$ cat src/rtl/bus_arb2.sv
// Two-master round-robin bus arbiter in front of a single slave port.
// Define ARB_TIMEOUT_EN to add the slave-response watchdog with err/err_code outputs.
module bus_arb2 #(
    parameter int TIMEOUT = 255
) (
    input  logic        clk,
    input  logic        rst_n,
    input  logic        m0_req,
    input  logic        m1_req,
    output logic        m0_gnt,
    output logic        m1_gnt,
    output logic        m0_hrd,
    output logic        m1_hrd,
    input  logic [31:0] m0_a,
    input  logic [31:0] m0_d,
    input  logic [31:0] m1_a,
    input  logic [31:0] m1_d,
    input  logic        m0_we,
    input  logic        m0_rd,
    input  logic        m1_we,
    input  logic        m1_rd,
    output logic [31:0] m0_spo,
    output logic [31:0] m1_spo,
    output logic        m0_ready,
    output logic        m1_ready,
    output logic        s_req,
    output logic [31:0] s_a,
    output logic [31:0] s_d,
    output logic        s_we,
    output logic        s_rd,
`ifdef ARB_TIMEOUT_EN
    output logic        err,
    output logic [15:0] err_code,
`endif
    input  logic        s_gnt,
    input  logic        s_hrd,
    input  logic [31:0] s_spo,
    input  logic        s_ready
);

    typedef enum logic [1:0] {
        IDLE = 2'd0,
        OWN0 = 2'd1,
        OWN1 = 2'd2
    } state_t;

    state_t state, state_nx;
    logic   last, last_nx;
    logic   busy, busy_nx;
    logic   owner;
    logic   timeout;
    logic   done;

    if (TIMEOUT < 1 || TIMEOUT > 255) begin : g_timeout_range
        $error("bus_arb2: TIMEOUT must lie in 1..255");
    end

    always_ff @(posedge clk) begin
        if (!rst_n) begin
            state <= IDLE;
            last  <= 1'b1;
            busy  <= 1'b0;
        end else begin
            state <= state_nx;
            last  <= last_nx;
            busy  <= busy_nx;
        end
    end

    // Only the current owner's address, data and strobes ever reach the slave.
    always_comb begin
        s_a  = '0;
        s_d  = '0;
        s_we = 1'b0;
        s_rd = 1'b0;
        case (state)
            OWN0: begin
                s_a  = m0_a;
                s_d  = m0_d;
                s_we = m0_we;
                s_rd = m0_rd;
            end
            OWN1: begin
                s_a  = m1_a;
                s_d  = m1_d;
                s_we = m1_we;
                s_rd = m1_rd;
            end
            default: ;
        endcase
    end

    assign owner    = (state == OWN1);
    assign done     = s_ready | timeout;
    assign s_req    = (state != IDLE);
    assign m0_gnt   = (state == OWN0) & s_gnt;
    assign m1_gnt   = (state == OWN1) & s_gnt;
    assign m0_hrd   = (state == OWN1) | ((state == OWN0) & s_hrd);
    assign m1_hrd   = (state == OWN0) | ((state == OWN1) & s_hrd);
    assign m0_spo   = s_spo;
    assign m1_spo   = s_spo;
    assign m0_ready = done & (state == OWN0);
    assign m1_ready = done & (state == OWN1);

    // An owner that has let go of its request keeps the bus until its transfer completes;
    // the handoff then happens on the completing edge itself.
    always_comb begin
        state_nx = state;
        last_nx  = last;
        busy_nx  = busy;
        case (state)
            IDLE: begin
                if (m0_req && m1_req) state_nx = last ? OWN0 : OWN1;
                else if (m0_req)      state_nx = OWN0;
                else if (m1_req)      state_nx = OWN1;
            end
            OWN0: begin
                if (!m0_req && (!busy || done)) state_nx = m1_req ? OWN1 : IDLE;
            end
            OWN1: begin
                if (!m1_req && (!busy || done)) state_nx = m0_req ? OWN0 : IDLE;
            end
            default: state_nx = IDLE;
        endcase
        if (state_nx == OWN0)      last_nx = 1'b0;
        else if (state_nx == OWN1) last_nx = 1'b1;
        if (done)                          busy_nx = 1'b0;
        else if ((s_we | s_rd) && s_gnt)   busy_nx = 1'b1;
    end

`ifdef ARB_TIMEOUT_EN
    logic [7:0] wd_cnt;

    // Counter holds the number of busy cycles already elapsed, so the watchdog fires
    // on the TIMEOUT-th busy cycle and behaves as a forced completion.
    always_ff @(posedge clk) begin
        if (!rst_n) wd_cnt <= 8'd0;
        else        wd_cnt <= busy ? wd_cnt + 8'd1 : 8'd0;
    end

    assign timeout  = busy && (wd_cnt == 8'(TIMEOUT - 1));
    assign err      = timeout;
    assign err_code = timeout ? {15'b0, owner} : 16'h0000;
`else
    assign timeout = 1'b0;
`endif

endmodule

$ cat config.mk
export PLATFORM = sky130hd
export DESIGN_NAME = bus_arb2
export DESIGN_NICKNAME = d
export VERILOG_FILES = /design/src/rtl/bus_arb2.sv
export SDC_FILE = /design/constraint.sdc
export NUM_CORES = 1
export LEC_CHECK = 0
export BUFFER_PORTS_ARGS = -buffer_cell sky130_fd_sc_hd__buf_2
export CAP_MARGIN = 20
export CELL_PAD_IN_SITES_DETAIL_PLACEMENT = 1
export CELL_PAD_IN_SITES_GLOBAL_PLACEMENT = 1
export CORE_AREA = 2 2 119 121
export CTS_CLUSTER_DIAMETER = 120
export DETAILED_ROUTE_END_ITERATION = 10
export DIE_AREA = 0 0 121 123
export PLACE_DENSITY_LB_ADDON = 0.1
export SLEW_MARGIN = 20
export SYNTH_ARGS = -nofsm -noshare
export SYNTH_HDL_FRONTEND = slang
export SYNTH_SLANG_ARGS = --single-unit
export TNS_END_PERCENT = 10
$ cat constraint.sdc
create_clock -name clk -period 1.8 [get_ports clk]
set_input_delay 0.18 -clock clk [delete_from_list [all_inputs] [get_ports clk]]
set_output_delay 0.18 -clock clk [all_outputs]
set_load 0.02 [all_outputs]
==> results_dict.tcl <==
set metrics [dict create \
    area.sequential_um2 85.1 \
    die_w_um 121 \
    path_buf_inv 4 \
    grt_pass1_vias 2456 \
    grt_max_degree 45 \
    fin_nets 583 \
    wirelength_mm 8.88 \
    crit_start "state[1]" \
    n_fill_cell 1720 \
    maxCapViolCount 0 \
    start_util 0.139 \
    async_flop_share 0 \
    final_cells 585 \
    crit_arrival_ns 1.53 \
    placedInstanceArea_um2 2670 \
    drc 0 \
    vdd_drop_max_uv 244 \
    fin_crit_ns 1.71 \
    worstSkewPairLatency_ns 0.22 \
    cts_buffers 3 \
    io_pins 308 \
    grt_usage 0.104 \
    final_hold_viol_count 0 \
    cpLargestDelayFamily "buffers and inverters" \
    cp_slowest_cell "dfxtp_4" \
    synth_cell_types 27 \
    syn_to_final_growth_pct 55.3 \
    die_area_um2 14900 \
    syn_inst 266 \
    grt_pass1_wl_mm 12.4 \
    antenna_found_initial 0 \
    cts_tree "done" \
    powerDensity_nw_per_um2 713 \
    setup-tns-final_ns 0 \
    wl_per_cell_um 15.2 \
    holdCritPathClass "input pin to flop" \
    drive_above_1_share 0.600 \
    synth_seq_cells 4 \
    synth_area_um2 1890 \
    grt_overflow 0 \
    p_leak_uw 0.00143 \
    yosysWarnings 0 \
    cts.sinks 4 \
    slowest_delay_ns 0.36 \
    core-area_um2 13600 \
    vias 2445 \
    crit_type "flop to output pin" \
    first_pass_iters 4 \
    diodes 0 \
    report.final.slew_viol_count 0 \
    placedCellCount 579 \
    hpwl_mm 6.90 \
    avgSynthCellArea_um2 7.10 \
    portBuffers 211 \
    multiInputGateArea_um2 1250 \
    rows 43 \
    ys_seq_area_frac 0.0424 \
    fin_total_pwr_uw 2090 \
    finClkSkew_ns 0.00114 \
    cts_hold_buf 0 \
    htree_levels 1 \
    slew_headroom 0.850 \
    utilization 0.215 \
    worstPathRequired_ns 1.62 \
    ys_dominant_reg_cell "dfxtp_1" \
    r2r_start "state[0]" \
    path_cells "inv_4 > ha_4 > buf_12 > buf_16 > a22oi_1 > nor2b_1 > buf_2" \
    drt_iter0_drc 75 \
    cp-end-kind "output pin" \
    fmax_mhz 586 \
    critPathMaxFanout 20 \
    period_share 0.948 \
    hp-start "rst_n" \
    cts_root_buf "clkbuf_16" \
    path_clk_slew_ns 0.03 \
    clockBufferDepth 2 \
    worst_pin_slew_ns 0.219 \
    start_kind "flop" \
    reg2reg_slack_ns 0.10 \
    die_h_um 123 \
    synthesis.nets 442 \
    gp_congestion 0.802 \
    outcome "complete, no violations" \
    synth_edf_count 0 \
    finalSetupViolations 0 \
    viasPerCell 4.18 \
    ant_nets 0 \
    fin_area_um2 2930 \
]
-- cell families (layout without fill, tap and decap cells) --
logic type | after synthesis | in the layout | share of synthesized area
multiplexers | 3 | 3 | 0.0186
AO/OA/AOI/OAI | 76 | 76 | 0.304
AND/OR/NAND/NOR | 87 | 87 | 0.274
flip-flops | 4 | 4 | 0.0424
buffers and inverters | 91 | 230 | 0.329
adder cells (fa/ha/maj) | 5 | 5 | 0.0331
-- final cells by class --
class | count | share of cell area
timing repair buffer | 223 | 0.436
inverter | 4 | 0.00598
sequential | 4 | 0.0290
tap | 180 | 0.0768
multi-input combinational | 171 | 0.427
clock buffer | 3 | 0.0256
-- power breakdown --
| part | switching [uW] | internal, uW | leakage (uW) |
|---|---|---|---|
| Clock | 60.6 | 284 | 0.0000370 |
| Combinational | 849 | 773 | 0.00136 |
| Sequential | 16.5 | 106 | 0.0000338 |
-- metrics by stage --
stage | worst slack (ns) | hold WS, ns
after floorplan | 0.0112 | 0.242
after global placement | 0.102 | 0.360
after detailed placement | 0.0862 | 0.360
after CTS | -0.0309 | 0.156
after global routing | -0.00388 | 0.169
final | 0.0937 | 0.154
-- placed cells by master (no fill, tap or decap), drive strengths merged, types with 2 or more instances in the layout --
cell / instances
inv: 4
mux2i: 2
nor2: 3
a22oi: 66
dfxtp: 4
ha: 5
nor2b: 67
a21oi: 2
nand2b: 2
clkbuf: 4
and2: 4
a21o: 2
buf: 222
nand2: 9
-- synthesized netlist by cell type, types with 2 or more instances --
cell | number | area [um2]
a21o_1 | 2 | 15.0
a21oi_1 | 2 | 10.0
a22oi_1 | 66 | 495
and2_1 | 4 | 25.0
buf_2 | 13 | 65.1
buf_4 | 65 | 488
clkbuf_1 | 7 | 26.3
dfxtp_1 | 4 | 80.1
ha_1 | 5 | 62.6
inv_1 | 4 | 15.0
mux2i_1 | 2 | 20.0
nand2_1 | 9 | 33.8
nand2b_1 | 2 | 12.5
nor2_1 | 3 | 11.3
nor2b_1 | 66 | 413
-- per-layer routing --
layer  vias up  GRT usage  wire length (um)  part of all wire
met4         0     0.0400               244             0.027
met2       137      0.210              4840              0.54
li1       1144          -                 -                 -
met3        30     0.0231               808             0.091
met5         -          0                 0                 0
met1      1134      0.102              2990              0.34
-- what timing repair did --
| action | in CTS | in global routing |
|---|---|---|
| setup endpoints to repair | 38 | 67 |
| gates resized for setup | 15 | 17 |
| buffers inserted | 0 | 1 |
| cloned | 1 | 1 |
| pin swaps | 0 | 0 |
-- worst paths after layout --
kind	depth (start not counted)	endpoint
worst max-delay path	7	s_a[19]
worst min register to register	2	last
worst max register to register	8	last
worst min-delay path	2	last
-- state kept, by name, indices dropped and copies added, names as in the netlist --
signal  flops
busy        1
last        1
state       2
Note: power is estimated with default switching activity, not from simulation.
